File: src/rtl/stage_writeback.sv
// Writeback stage: registers the retiring instruction and drives the regfile
// write port, applying ISA destination rules and the multdiv completion handshake.
module stage_writeback #(
  parameter logic [4:0] REG_EXC  = 5'd30,
  parameter logic [4:0] REG_LINK = 5'd31
) (
  input  logic        clock,
  input  logic        reset,
  input  logic        in_valid,
  input  logic [31:0] insn_in,
  input  logic [31:0] alu_result,
  input  logic        ovf_in,
  input  logic [31:0] mem_data,
  input  logic [31:0] pc_plus1,
  input  logic [31:0] md_result,
  input  logic        md_exception,
  input  logic        md_rdy,
  output logic        md_busy,
  output logic        ctrl_writeEnable,
  output logic [4:0]  ctrl_writeReg,
  output logic [31:0] data_writeReg
);

  localparam logic [4:0] OP_RTYPE = 5'b00000;
  localparam logic [4:0] OP_ADDI  = 5'b00101;
  localparam logic [4:0] OP_LW    = 5'b01000;
  localparam logic [4:0] OP_JAL   = 5'b00011;
  localparam logic [4:0] OP_SETX  = 5'b10101;
  localparam logic [4:0] ALU_ADD  = 5'b00000;
  localparam logic [4:0] ALU_SUB  = 5'b00001;
  localparam logic [4:0] ALU_MUL  = 5'b00110;
  localparam logic [4:0] ALU_DIV  = 5'b00111;

  typedef enum logic [0:0] {IDLE = 1'b0, MD_WAIT = 1'b1} state_t;

  state_t      state_r, state_s;
  logic [4:0]  md_rd_r, md_rd_s;
  logic        md_div_r, md_div_s;
  logic        we_r, we_s;
  logic [4:0]  wreg_r, wreg_s;
  logic [31:0] wdata_r, wdata_s;
  logic        busy_r, busy_s;

  logic [4:0]  opcode_s, rd_s, aluop_s;
  logic        wr_s, exc_s;
  logic [4:0]  dest_s;
  logic [31:0] data_s;

  assign opcode_s = insn_in[31:27];
  assign rd_s     = insn_in[26:22];
  assign aluop_s  = insn_in[6:2];

  function automatic logic is_muldiv(input logic [4:0] op, input logic [4:0] alu);
    return (op == OP_RTYPE) && ((alu == ALU_MUL) || (alu == ALU_DIV));
  endfunction

  // Next-state, destination selection and write-port/stall values for the next cycle
  always_comb begin
    state_s  = state_r;
    md_rd_s  = md_rd_r;
    md_div_s = md_div_r;
    busy_s   = 1'b0;
    wr_s     = 1'b0;
    exc_s    = 1'b0;
    dest_s   = 5'd0;
    data_s   = 32'd0;
    case (state_r)
      IDLE: begin
        if (in_valid) begin
          if (is_muldiv(opcode_s, aluop_s)) begin
            state_s  = MD_WAIT;
            md_rd_s  = rd_s;
            md_div_s = (aluop_s == ALU_DIV);
            busy_s   = 1'b1;
          end else begin
            case (opcode_s)
              OP_RTYPE: begin
                wr_s = 1'b1;
                if (ovf_in && (aluop_s == ALU_ADD)) begin
                  exc_s  = 1'b1;
                  data_s = 32'd1;
                end else if (ovf_in && (aluop_s == ALU_SUB)) begin
                  exc_s  = 1'b1;
                  data_s = 32'd3;
                end else begin
                  dest_s = rd_s;
                  data_s = alu_result;
                end
              end
              OP_ADDI: begin
                wr_s = 1'b1;
                if (ovf_in) begin
                  exc_s  = 1'b1;
                  data_s = 32'd2;
                end else begin
                  dest_s = rd_s;
                  data_s = alu_result;
                end
              end
              OP_LW: begin
                wr_s   = 1'b1;
                dest_s = rd_s;
                data_s = mem_data;
              end
              OP_JAL: begin
                wr_s   = 1'b1;
                dest_s = REG_LINK;
                data_s = pc_plus1;
              end
              OP_SETX: begin
                wr_s   = 1'b1;
                dest_s = REG_EXC;
                data_s = {5'b00000, insn_in[26:0]};
              end
              default: begin
                wr_s = 1'b0;
              end
            endcase
          end
        end else begin
          state_s = IDLE;
        end
      end
      MD_WAIT: begin
        if (md_rdy) begin
          state_s = IDLE;
          wr_s    = 1'b1;
          if (md_exception) begin
            exc_s  = 1'b1;
            data_s = md_div_r ? 32'd5 : 32'd4;
          end else begin
            dest_s = md_rd_r;
            data_s = md_result;
          end
        end else begin
          busy_s = 1'b1;
        end
      end
      default: begin
        state_s = IDLE;
      end
    endcase

    // Exceptions always land in rstatus; ordinary writes to $r0 are dropped
    if (exc_s) begin
      dest_s = REG_EXC;
      we_s   = 1'b1;
    end else begin
      we_s = wr_s && (dest_s != 5'd0);
    end
    wreg_s  = dest_s;
    wdata_s = data_s;
  end

  // State, latched multdiv destination and registered write-port outputs
  always_ff @(posedge clock) begin
    if (reset) begin
      state_r  <= IDLE;
      md_rd_r  <= 5'd0;
      md_div_r <= 1'b0;
      we_r     <= 1'b0;
      wreg_r   <= 5'd0;
      wdata_r  <= 32'd0;
      busy_r   <= 1'b0;
    end else begin
      state_r  <= state_s;
      md_rd_r  <= md_rd_s;
      md_div_r <= md_div_s;
      we_r     <= we_s;
      wreg_r   <= wreg_s;
      wdata_r  <= wdata_s;
      busy_r   <= busy_s;
    end
  end

  assign md_busy          = busy_r;
  assign ctrl_writeEnable = we_r;
  assign ctrl_writeReg    = wreg_r;
  assign data_writeReg    = wdata_r;

endmodule

File: config.mk
export PLATFORM = sky130hd
export DESIGN_NAME = stage_writeback
export DESIGN_NICKNAME = d
export VERILOG_FILES = /design/src/rtl/stage_writeback.sv
export SDC_FILE = /design/constraint.sdc
export NUM_CORES = 1
export LEC_CHECK = 0
export CORE_MARGIN = 4
export CORE_UTILIZATION = 34
export CTS_BUF_LIST = sky130_fd_sc_hd__clkbuf_16
export CTS_CLUSTER_DIAMETER = 40
export DETAILED_ROUTE_END_ITERATION = 8
export GPL_ROUTABILITY_DRIVEN = 0
export HOLD_SLACK_MARGIN = 0.06
export PLACE_DENSITY = 0.8
export SETUP_SLACK_MARGIN = 0.4
export SYNTH_ARGS = -nofsm -noshare
export SYNTH_HDL_FRONTEND = slang
export SYNTH_SLANG_ARGS = --single-unit
File: constraint.sdc
create_clock -name clock -period 3.5 [get_ports clock]
set_clock_uncertainty 0.15 [all_clocks]
set_input_delay 1.05 -clock clock [delete_from_list [all_inputs] [get_ports clock]]
set_output_delay 1.05 -clock clock [all_outputs]
set_load 0.1 [all_outputs]
==> flow_summary.yaml <==
place:
  place.port_buffers: 204
  dp_hpwl_um: 9030
  dp_cells: 611
layout:
  num_antenna_cells: 0
  layout.cells.most_common_list: "sky130_fd_sc_hd__clkdlybuf4s50_1 (160), sky130_fd_sc_hd__buf_4 (60), sky130_fd_sc_hd__nand2_1 (54), sky130_fd_sc_hd__dfxtp_1 (45), sky130_fd_sc_hd__a21oi_1 (38)"
  layout-drive-gt1-share_pct: 16.7
  number_of_nets_at_the_end_of_the_flow: 687
  area_growth_syn_to_layout_pct: 90.1
  layout.cells.most_common: "sky130_fd_sc_hd__clkdlybuf4s50_1"
  fin_cells: 621
  filler_cell_count: 628
timing:
  total_negative_slack_ns: 0
  max_freq_ghz: 0.330
  final_cycle_share_pct: 86.6
  maxSlewHeadroom_pct: 43.2
  report.final.slew_viol_count: 0
  grt_setup_unrepaired: "false"
  worstMarginPinSlew_ns: 0.852
  finalWorstPathRequiredPeriod_ns: 3.03
  setup-violations-final: 0
  finalHoldViolations: 0
clock_network:
  cts_sinks: 45
  clockBufferDepth: 2
  clk-insertion-delay-late_ns: 0.28
  htreeDepth: 2
  hold_buffers: 0
  cts_tree: "done"
  cts.root.buffer_cell: "sky130_fd_sc_hd__clkbuf_16"
  clk_pin_slew_ns: 0.06
  tritoncts.num_buffers: 5
detailed_routing:
  via_per_inst: 5.42
  vias: 3363
  drt-initial-drc-count: 213
  routed_antenna_nets: 0
  wl_per_cell_um: 18.5
  final_wl_um: 11500
  first_pass_iters: 7
  drc_errors: 0
global_routing:
  groute.usage.overall_pct: 23.7
  grt_use_met2_pct: 43.0
  busiest_grt_layer: "met2"
  grt_use_met3_pct: 6.79
  grt-ovfl-total: 0
  grt_first_pass_wirelength_um: 16700
  grt_pass1_vias: 3398
  grt.met1_usage_pct: 27.8
  grt_start_max_net_pins: 46
  antenna_found_initial: 0
critical_path:
  timing.critical_path.to_type: "register"
  data_required_critical_path_ns: 3.52
  critPathLaunchType: "input pin"
  crit_path_max_fanout: 6
  critical_path_class: "in -> reg"
  worst-endpoint-arrival_ns: 3.05
floorplanning:
  floorplan.initialDensity_pct: 35.3
  ioPinCount: 205
  floorplan.die.width_um: 95.3
  fp.coreArea_sq_um: 7330
  die-area_sq_um: 9080
  floorplan.rows: 31
  die_height_um: 95.3
yosys:
  number_of_enable_flip_flop_cells_after_synthesis: 0
  synth_ff_type: "sky130_fd_sc_hd__dfxtp_1"
  synth.yosys.warnings: 0
  synth_nets: 482
  synth_cells: 316
  post_synth_instance_area_sq_um: 2590
  netlist_top_cells_area: "sky130_fd_sc_hd__dfxtp_1 (35%), sky130_fd_sc_hd__a222oi_1 (12%), sky130_fd_sc_hd__a21o_1 (8.1%)"
  synth_cell_type_count: 45
  proportion_of_synthesized_flip_flops_having_asynchronous_set_or_reset_pct: 0
  fraction_of_synthesized_cell_area_taken_by_the_top_area_cell_type_pct: 34.8
  synth-seq-cells: 45
  yosysTopAreaCell: "sky130_fd_sc_hd__dfxtp_1"
  syn-mean-instance-area_sq_um: 8.20
  synth_sequential_area_ratio_pct: 34.8
pwr:
  vdd_ir_drop_max_uv: 252
  total_power_uw: 1340
  powerDensity_nw_per_um2: 273
  leakage_uw: 0.00179
job:
  maxCapViolCount: 0
hold_path:
  type_of_the_tightest_min_delay_check: "reg -> reg"
status:
  run_status: "complete, no violations"
## cell usage after synthesis, drive strengths merged (2+ instances only)
cell type and instances:
a21boi 3, a21o 29, a21oi 38, a222oi 31
a2bb2oi 7, a31oi 5, buf 16, clkbuf 13
dfxtp 45, inv 5, mux2i 7, nand2 54
nand2b 2, nand3 2, nor2 19, nor2b 6
nor3 3, nor3b 2, nor4 2, o21ai 8
or2 3
## cell families (layout without fill, tap and decap cells)
group,after synthesis,in the layout,synth area share (%)
and+or+nand+nor,99,99,17.8
AOI/OAI and AO/OA,130,130,37.9
muxes,8,8,3.14
DFF,45,45,34.8
buffers and inverters,34,240,6.38
## worst max-delay path, cell delays in order
cell and delay (ns):
sky130_fd_sc_hd__clkdlybuf4s50_1 0.45, sky130_fd_sc_hd__or4bb_4 0.57, sky130_fd_sc_hd__o311ai_4 0.31, sky130_fd_sc_hd__a21o_4 0.18, sky130_fd_sc_hd__a21o_1 0.11, sky130_fd_sc_hd__nand3_1 0.08, sky130_fd_sc_hd__o31a_1 0.30
## area by class of cell
| class | instances | area [sq um] | area share [%] |
|---|---|---|---|
| Inverter | 5 | 18.8 | 0.381 |
| Clock buffer | 5 | 125 | 2.54 |
| Clock inverter | 3 | 37.5 | 0.762 |
| Multi-Input combinational cell | 237 | 1580 | 32.1 |
| Timing Repair Buffer | 227 | 2140 | 43.4 |
| Tap cell | 99 | 124 | 2.52 |
| Sequential cell | 45 | 901 | 18.3 |
## flip-flops by register name, indices dropped and copies added (netlist names)
signal,flops
md_busy,1
ctrl_writeEnable,1
data_writeReg,32
md_rd_r,5
ctrl_writeReg,5
md_div_r,1
## through the flow
stage               instance area [sq um]  utilization, %  worst slack, ns  hold WS [ns]
CTS                                  4880            66.6            0.391         0.350
global route                         4920            67.2            0.396         0.384
detailed placement                   4690            64.0           0.0457         0.334
floorplan                            2590               -            0.628         0.305
finish                               4920            67.2            0.468         0.352
global placement                     4690            64.0            0.109         0.320
## per-layer routing
| layer | wire (um) | part of all wire, % |
|---|---|---|
| met1 | 4400 | 38 |
| met2 | 5790 | 50 |
| met3 | 1200 | 10 |
| met4 | 114 | 0.99 |
| met5 | 0 | 0 |
## worst paths after layout
path / startpoint / endpoint / slack (ns) / cells past startpoint
max: insn_in[6] / ctrl_writeEnable$_SDFF_PP0_ / 0.47 / 7
min: md_rd_r[3]$_SDFFE_PP0P_ / md_rd_r[3]$_SDFFE_PP0P_ / 0.35 / 2
max reg2reg: md_busy$_SDFF_PP0_ / data_writeReg[19]$_SDFF_PP0_ / 1.81 / 5
min reg2reg: md_rd_r[3]$_SDFFE_PP0P_ / md_rd_r[3]$_SDFFE_PP0P_ / 0.35 / 2
## what timing repair did
item / in CTS / in global routing
setup buffers: 1 / 1
cloned: 0 / 0
pin swaps: 1 / 3
setup endpoints to repair: 11 / 32
resized for setup: 3 / 9
## power by group
part / leakage, uW / internal [uW] / switching (uW) / total [uW]
Combinational: 0.00134 / 199 / 101 / 300
Sequential: 0.000362 / 513 / 0.493 / 514
Clock: 0.0000826 / 332 / 197 / 529
No activity file was read; power rests on OpenSTA's default activity.
